[src/rtl/epp_master.sv]
// EPP host (initiator) for exercising a board-side EPP slave port.
// A single-outstanding command port drives address/data read and write
// cycles: direction and write data are set up first, then ASTB or DSTB is
// strobed low, with a full WAIT handshake in both directions. Every wait
// for a WAIT edge is bounded by a saturating timeout counter.
module epp_master #(
    parameter int SETUP_CYCLES   = 2,
    parameter int TIMEOUT_CYCLES = 1023
) (
    input  logic       CLK_IN,
    input  logic       RST_ASYNC_IN,
    input  logic       CMD_REQ_IN,
    input  logic [1:0] CMD_TYPE_IN,
    input  logic [7:0] CMD_WDATA_IN,
    output logic       CMD_ACK_OUT,
    output logic       RSP_VALID_OUT,
    output logic [7:0] RSP_RDATA_OUT,
    output logic       RSP_TIMEOUT_OUT,
    output logic       EPP_ASTB_OUT,
    output logic       EPP_DSTB_OUT,
    output logic       EPP_WRITE_OUT,
    output logic [7:0] EPP_DATA_OUT,
    output logic       EPP_DATA_OE_OUT,
    input  logic [7:0] EPP_DATA_IN,
    input  logic       EPP_WAIT_IN
);

    typedef enum logic [2:0] {
        ST_IDLE,
        ST_SETUP,
        ST_STROBE,
        ST_HOLD,
        ST_RELEASE,
        ST_DONE
    } state_t;

    localparam logic [15:0] SETUP_LIM = 16'(SETUP_CYCLES);
    localparam logic [15:0] TO_LIM    = 16'(TIMEOUT_CYCLES);
    localparam logic [15:0] CNT_MAX   = 16'hFFFF;

    // Two-stage WAIT synchroniser; only wait_s is used by the FSM.
    logic       wait_p0;
    logic       wait_p1;
    logic       wait_s;

    state_t     state;
    state_t     state_nxt;
    logic [15:0] cnt;
    logic [1:0] cmd_type;
    logic [1:0] cmd_type_nxt;
    logic       accept;
    logic       abort;

    // Values the registered outputs take on the next edge.
    logic       in_cycle;
    logic       strobe_on;
    logic       astb_d;
    logic       dstb_d;
    logic       write_d;
    logic       oe_d;

    assign wait_s = wait_p1;

    // Synchronise the slave's WAIT into the clock domain.
    always_ff @(posedge CLK_IN or posedge RST_ASYNC_IN) begin
        if (RST_ASYNC_IN) begin
            wait_p0 <= 1'b0;
            wait_p1 <= 1'b0;
        end else begin
            wait_p0 <= EPP_WAIT_IN;
            wait_p1 <= wait_p0;
        end
    end

    // State register, latched command type and per-state saturating counter.
    always_ff @(posedge CLK_IN or posedge RST_ASYNC_IN) begin
        if (RST_ASYNC_IN) begin
            state    <= ST_IDLE;
            cnt      <= '0;
            cmd_type <= 2'b00;
        end else begin
            state    <= state_nxt;
            cmd_type <= cmd_type_nxt;
            if (state_nxt != state) begin
                cnt <= '0;
            end else if (cnt != CNT_MAX) begin
                cnt <= cnt + 16'd1;
            end
        end
    end

    // Next-state logic: setup delay, WAIT handshake and timeout aborts.
    always_comb begin
        state_nxt = state;
        accept    = 1'b0;
        abort     = 1'b0;
        case (state)
            ST_IDLE: begin
                if (CMD_REQ_IN) begin
                    accept    = 1'b1;
                    state_nxt = ST_SETUP;
                end
            end
            ST_SETUP: begin
                if (!wait_s) begin
                    if (cnt >= SETUP_LIM) begin
                        state_nxt = ST_STROBE;
                    end
                end else if (cnt >= TO_LIM) begin
                    abort     = 1'b1;
                    state_nxt = ST_DONE;
                end
            end
            ST_STROBE: begin
                if (wait_s) begin
                    state_nxt = ST_HOLD;
                end else if (cnt >= TO_LIM) begin
                    abort     = 1'b1;
                    state_nxt = ST_DONE;
                end
            end
            ST_HOLD: begin
                state_nxt = ST_RELEASE;
            end
            ST_RELEASE: begin
                if (!wait_s) begin
                    state_nxt = ST_DONE;
                end else if (cnt >= TO_LIM) begin
                    abort     = 1'b1;
                    state_nxt = ST_DONE;
                end
            end
            ST_DONE: begin
                state_nxt = ST_IDLE;
            end
            default: begin
                state_nxt = ST_IDLE;
            end
        endcase
    end

    // Output decode from the state being entered, so pins line up with the state.
    always_comb begin
        cmd_type_nxt = accept ? CMD_TYPE_IN : cmd_type;
        in_cycle     = (state_nxt == ST_SETUP) || (state_nxt == ST_STROBE) ||
                       (state_nxt == ST_HOLD)  || (state_nxt == ST_RELEASE);
        strobe_on    = (state_nxt == ST_STROBE) || (state_nxt == ST_HOLD);
        astb_d       = !(strobe_on && !cmd_type_nxt[1]);
        dstb_d       = !(strobe_on && cmd_type_nxt[1]);
        write_d      = in_cycle ? cmd_type_nxt[0] : 1'b1;
        oe_d         = in_cycle && !cmd_type_nxt[0];
    end

    // Registered outputs; read data is captured at the end of HOLD only.
    always_ff @(posedge CLK_IN or posedge RST_ASYNC_IN) begin
        if (RST_ASYNC_IN) begin
            EPP_ASTB_OUT    <= 1'b1;
            EPP_DSTB_OUT    <= 1'b1;
            EPP_WRITE_OUT   <= 1'b1;
            EPP_DATA_OUT    <= 8'h00;
            EPP_DATA_OE_OUT <= 1'b0;
            CMD_ACK_OUT     <= 1'b0;
            RSP_VALID_OUT   <= 1'b0;
            RSP_RDATA_OUT   <= 8'h00;
            RSP_TIMEOUT_OUT <= 1'b0;
        end else begin
            EPP_ASTB_OUT    <= astb_d;
            EPP_DSTB_OUT    <= dstb_d;
            EPP_WRITE_OUT   <= write_d;
            EPP_DATA_OE_OUT <= oe_d;
            CMD_ACK_OUT     <= accept;
            RSP_VALID_OUT   <= (state_nxt == ST_DONE);
            RSP_TIMEOUT_OUT <= abort;
            if (accept) begin
                EPP_DATA_OUT <= CMD_WDATA_IN;
            end
            if ((state == ST_HOLD) && cmd_type[0]) begin
                RSP_RDATA_OUT <= EPP_DATA_IN;
            end
        end
    end

endmodule
[config.mk]
export PLATFORM = sky130hd
export DESIGN_NAME = epp_master
export DESIGN_NICKNAME = d
export VERILOG_FILES = /design/src/rtl/epp_master.sv
export SDC_FILE = /design/constraint.sdc
export NUM_CORES = 1
export LEC_CHECK = 0
export CAP_MARGIN = 0
export CELL_PAD_IN_SITES_DETAIL_PLACEMENT = 0
export CELL_PAD_IN_SITES_GLOBAL_PLACEMENT = 2
export CORE_AREA = 2 2 81 83
export DETAILED_ROUTE_END_ITERATION = 7
export DIE_AREA = 0 0 83 85
export GPL_ROUTABILITY_DRIVEN = 0
export PLACE_DENSITY_LB_ADDON = 0.15
export SYNTH_ARGS = -nofsm -noshare
export SYNTH_HDL_FRONTEND = slang
export SYNTH_SLANG_ARGS = --single-unit
[constraint.sdc]
create_clock -name CLK_IN -period 3.05 [get_ports CLK_IN]
set_input_delay 0.7625 -clock CLK_IN [delete_from_list [all_inputs] [get_ports CLK_IN]]
set_output_delay 0.7625 -clock CLK_IN [all_outputs]
set_load 0.05 [all_outputs]
==> results.ini, run 1 <==
[power_and_ir_drop]
power_density_mw_per_mm2 = 1010
intPower_uw = 1600
power_switching_share_pct = 43.1
p_leak_uw = 0.00117
p_switching_uw = 1210
ir_worst_vdd_mv = 0.812
seqPwrFrac_pct = 34.3
pwr-share-comb_pct = 49.6
power_frac_clock_pct = 16.1

[critical_path]
crit_arrival_ns = 1.63
cp_slowest_cell = clkdlybuf4s50_1
critPathBufInv = 1
max_stage_delay_ns = 0.80
crit_family = buffers and inverters
start_kind = flop
cp.required_ns = 2.29
cp_cell_sequence = clkdlybuf4s50_1
critPathMaxFanout = 1
end_kind = output pin
worst-setup-path-type = reg -> out

[die]
start_util_pct = 34.2
die_y_um = 85
rows = 29
die-area_sq_mm = 0.00706
die-width_um = 83
io-pin-count = 45
core_sq_mm = 0.00620

[clock_tree]
cts-root-buf = clkbuf_8
htree_num_levels = 2
ctsHoldBuffers = 0
clkSinkCount = 46
ctsResizeCount = 0
cts_tree = yes
clkTransAtPathRegs_ns = 0.09
clock_path_buffers = 2
post-cts-setup-buffer-count = 0
cts_buffers = 5
insertion_delay_ns = 0.30

[synthesis]
yosysTopAreaCellShare_pct = 50.7
ys_seq_elements = 46
yosys_warnings = 0
yosysTopAreaCell = dfrtp_1
synth_cell_types = 41
synthFlopType = dfrtp_1
ys_seq_area_share_pct = 54.4
syn-instance-count = 191
syn_avg_cell_area_sq_um = 11.1
async_flop_share_pct = 100
synth.area.top_cells = dfrtp_1 51%, mux2_2 9.5%, nor2_1 4.4%
synth_fp_nets = 215
synthTopCellsByCount = 43 x dfrtp_1, 25 x nor2_1, 18 x mux2_2
synth_edf_count = 0
synth.most_common_cell = dfrtp_1
synthesis.area_sq_mm = 0.00212

[sta]
max_freq_ghz = 0.417
setup_viol = 0
fin_crit_sh_pct = 78.6
drv_slew = 0
relSlewSlack_pct = 39.2
final_hold_viol_count = 0
fin_ws_ns = 0.654
finalClockSkew_ns = 0.00472
finalSetupTns_ns = 0
fin_crit_ns = 2.40
worst_slew_pin_slew_ns = 0.906
rsz0062_at_grt = no

[cells_and_area]
ff_latch_area_sq_mm = 0.00115
antenna_cells = 0
fillCellCount = 571
drive_gt1_share_pct = 15.9
multi_input_area_sq_um = 912
nets = 262
area_growth_pct = 30.7

[detailed_routing]
first_pass_iters = 4
wl_met3_um = 193
via_count = 1593
drt-total-wl_um = 4620
highest_layer = met4
initialDrtViolationCount = 79
ant_nets = 0
via_per_inst = 5.04
wl_met2_um = 2290
wl_met1_um = 2110
drt-wirelength-per-cell_um = 14.6
drc = 0

[placement]
port_buffers = 44
hpwl_um = 3350
dp_slack_ns = 0.677

[global_routing]
grt_pass1_wl_um = 7850
grt_pass1_vias = 1617
antenna_found_initial = 0
grt_usage_pct = 13.9
grt_start_max_net_pins = 25
grt_overflow_total = 0

[status]
status = complete, no violations

[flow_run]
maxCapViolations = 0

[min_path]
hold_class = reg -> reg

==> registers in the layout, indices dropped and copies added, names as in the netlist <==
register,cells
cnt,16
EPP_DATA_OUT,8
RSP_RDATA_OUT,8
state,3
cmd_type,2
CMD_ACK_OUT,1
EPP_ASTB_OUT,1
EPP_DATA_OE_OUT,1
EPP_DSTB_OUT,1
EPP_WRITE_OUT,1
RSP_TIMEOUT_OUT,1
RSP_VALID_OUT,1
wait_p0,1
wait_p1,1
==> power groups by stage <==
stage	Sequential, uW	Clock, uW	Combinational, uW
after CTS	963	476	1410
after global routing	995	505	1480
after floorplan	1400	0	516
final	962	452	1390
after global placement	962	0	1380
after detailed placement	970	0	1410
==> cell type report <==
| cell class | count | share of cell area [%] |
|---|---|---|
| inverters | 7 | 0.947 |
| repair buffers | 47 | 17.1 |
| multi-input cells | 131 | 32.9 |
| well taps | 77 | 3.47 |
| flip-flops and latches | 46 | 41.6 |
| clock inverters | 2 | 1.35 |
| clock buffers | 6 | 2.61 |
==> routing by layer <==
layer	vias to the layer above	GRT usage (%)
li1	774	-
met1	792	16.5
met2	25	24.0
met3	2	4.47
met4	0	4.02
met5	-	0
==> logic make-up after synthesis <==
group,after synthesis,synth area share (%)
buf+inv,14,2.95
fa+ha+maj,2,1.18
mux,18,9.55
xor+xnor,12,4.95
compound gates,25,8.96
simple gates,74,18.0
flops,46,54.4
==> worst paths after layout <==
| kind | startpoint | endpoint | slack, ns | cells past startpoint |
|---|---|---|---|---|
| worst max-delay path | EPP_ASTB_OUT | EPP_ASTB_OUT | 0.65 | 1 |
| worst min-delay path | wait_p0 | wait_p1 | 0.36 | 0 |
| worst max register to register | cnt[1] | EPP_DATA_OE_OUT | 0.95 | 6 |
| worst min register to register | wait_p0 | wait_p1 | 0.36 | 0 |
| max in group asynchronous | RST_ASYNC_IN | EPP_DSTB_OUT | 1.55 | 3 |
| min in group asynchronous | RST_ASYNC_IN | EPP_DATA_OUT[4] | 0.85 | 2 |
==> placed cells by master (no fill, tap or decap), types with 3 or more instances in the layout <==
cell | synthesis | layout
o21ai_0 | 4 | 4
clkbuf_8 | 0 | 5
and2_1 | 3 | 3
dfstp_2 | 3 | 3
nand4_1 | 7 | 7
nor2_1 | 25 | 25
mux2_2 | 18 | 18
nand3_1 | 7 | 7
inv_1 | 7 | 6
clkdlybuf4s50_1 | 0 | 44
a211oi_1 | 4 | 4
xnor2_1 | 3 | 3
and3_1 | 4 | 4
a21oi_1 | 5 | 5
xor2_1 | 9 | 9
nand2_1 | 12 | 12
dfrtp_1 | 43 | 43
==> stage by stage <==
stage / area, sq um / total power, uW / utilization (%) / hold slack (ns) / cells
6_report: 2780 / 2800 / 44.7 / 0.363 / 316
5_1_grt: 2780 / 2980 / 44.7 / 0.393 / 316
4_1_cts: 2780 / 2850 / 44.7 / 0.370 / 316
3_5_place_dp: 2670 / 2380 / 43.0 / 0.351 / 308
3_3_place_gp: 2670 / 2340 / 43.0 / 0.338 / 308
2_1_floorplan: 2120 / 1910 / - / 0.331 / 191
No activity file was read; power rests on OpenSTA's default activity.
==> run 2, diff against run 1 <==
Settings changed: CORE_AREA 2 2 81 83 to 2 2 85 87, DIE_AREA 0 0 83 85 to 0 0 87 89.
Clock period 3.05 ns to 2.3 ns, I/O delays scaled along.
==> run 2 against run 1 <==
  * Setup slack worse by 0.54 ns
  * Total power grew 31%
  * Final cell count grew 1.6%
  * Clock skew shrank 0.00092 ns
  * Count of clock-buffer cells in the layout shrank 1
  * Non-clock buffer count grew 2
  * Global-route usage fell by 0.79 points
  * First-iteration DRC count down 33%
  * Die area rose by 9.8%
  * Critical path depth did not move
==> results.ini, run 2 (synthesis results as in run 1) <==
[detailed_routing]
initialDrtViolationCount = 53
via_per_inst = 4.89
drt-wirelength-per-cell_um = 14.4
ant_nets = 0
drc = 0
drt-total-wl_um = 4640
first_pass_iters = 4
via_count = 1569

[critical_path]
r2r_end = EPP_DATA_OE_OUT
crit_family = buffers and inverters
worst-setup-path-type = reg -> out
max_stage_delay_ns = 0.79
end_kind = output pin
cp.required_ns = 1.73
critPathMaxFanout = 1
r2r_slack_ns = 0.21
cp_cell_sequence = clkdlybuf4s50_1
cp_slowest_cell = clkdlybuf4s50_1
crit_arrival_ns = 1.61
r2r_start = cnt[3]
critPathBufInv = 1
start_kind = flop
r2r_cells = 6

[clock_tree]
htree_num_levels = 2
insertion_delay_ns = 0.30
clock_path_buffers = 2
cts_tree = yes
clkTransAtPathRegs_ns = 0.09
post-cts-setup-buffer-count = 0
cts-root-buf = clkbuf_8
cts_buffers = 5
ctsResizeCount = 0
ctsHoldBuffers = 0
clkSinkCount = 46

[status]
status = complete, no violations

[die]
die-width_um = 87
rows = 30
die_y_um = 89
io-pin-count = 45
start_util_pct = 31.6
core_sq_mm = 0.00672
die-area_sq_mm = 0.00774

[min_path]
holdCritStartpoint = wait_p0
whs_endpoint = wait_p1
hold_depth = 0
hold_class = reg -> reg

[power_and_ir_drop]
power_density_mw_per_mm2 = 1320
p_leak_uw = 0.00118
ir_worst_vdd_mv = 0.863

[global_routing]
grt_usage_pct = 13.1
grt_overflow_total = 0
grt_pass1_wl_um = 7810
grt_start_max_net_pins = 26
grt_pass1_vias = 1522
antenna_found_initial = 0

[sta]
fin_ws_ns = 0.111
setup_viol = 0
rsz0062_at_grt = no
finalSetupTns_ns = 0
final_hold_viol_count = 0
whs_ns = 0.356
relSlewSlack_pct = 64.6
fin_crit_ns = 2.19
finalClockSkew_ns = 0.00380
max_freq_ghz = 0.457
worst_slew_pin_slew_ns = 0.529
drv_slew = 0
fin_crit_sh_pct = 95.2

[cells_and_area]
antenna_cells = 0
drive_gt1_share_pct = 18.3
layout_commonest_cell = dfrtp_1
final_cell_mix = 43 x dfrtp_1, 42 x clkdlybuf4s50_1, 25 x nor2_1, 18 x mux2_2, 12 x nand2_1
top_regs = cnt x16, EPP_DATA_OUT x8, RSP_RDATA_OUT x8
area_growth_pct = 31.0
fillCellCount = 661
regMostFlops = cnt
nets = 264
largest_register_ffs = 16

[placement]
hpwl_um = 3300
dp_slack_ns = 0.0571
port_buffers = 44

[flow_run]
maxCapViolations = 0

==> run 2: power breakdown <==
part / internal (uW) / switching (uW)
registers: 1070 / 198
clock network: 214 / 288
logic: 759 / 1130
==> run 2: area by class of cell <==
cell class	instances	area, sq um	share of cell area [%]
Timing Repair Buffer	49	498	17.9
Multi-Input combinational cell	131	912	32.8
Clock inverter	3	21.3	0.765
Sequential cell	46	1150	41.5
Tap cell	80	100	3.60
Inverter	7	26.3	0.945
Clock buffer	5	68.8	2.47
==> run 2: layer usage <==
layer / routed length [um] / track usage [%] / vias to the layer above
li1: - / - / 767
met1: 2270 / 18.5 / 764
met2: 2100 / 19.1 / 33
met3: 202 / 3.42 / 5
met4: 57 / 5.11 / 0
met5: 0 / 0 / -
==> run 2: metrics by stage <==
| stage | power, uW | utilization, % | instances | instance area (sq um) |
|---|---|---|---|---|
| after floorplan | 2540 | - | 191 | 2120 |
| after CTS | 3720 | 41.4 | 321 | 2780 |
| after global placement | 3190 | 40.1 | 313 | 2690 |
| after detailed placement | 3190 | 40.1 | 313 | 2690 |
| after global routing | 3890 | 41.4 | 321 | 2780 |
| final | 3660 | 41.4 | 321 | 2780 |
==> run 2: how the worst max path moves through the flow <==
stage	from	endpoint	slack, ns	cells after the start
finish	EPP_WRITE_OUT	EPP_WRITE_OUT	0.11	1
global route	cnt[3]	EPP_DATA_OE_OUT	0.04	6
CTS	EPP_WRITE_OUT	EPP_WRITE_OUT	0.09	1
detailed placement	CMD_REQ_IN	EPP_DATA_OUT[1]	0.06	4
global placement	CMD_REQ_IN	EPP_DATA_OUT[5]	0.04	4
floorplan	cnt[0]	EPP_DATA_OE_OUT	0.33	7
==> run 3, diff against run 2 <==
Settings changed: SLEW_MARGIN set to 20.
==> results of run 3 <==
Final layout, timing and power as in run 2 (identical DEF).
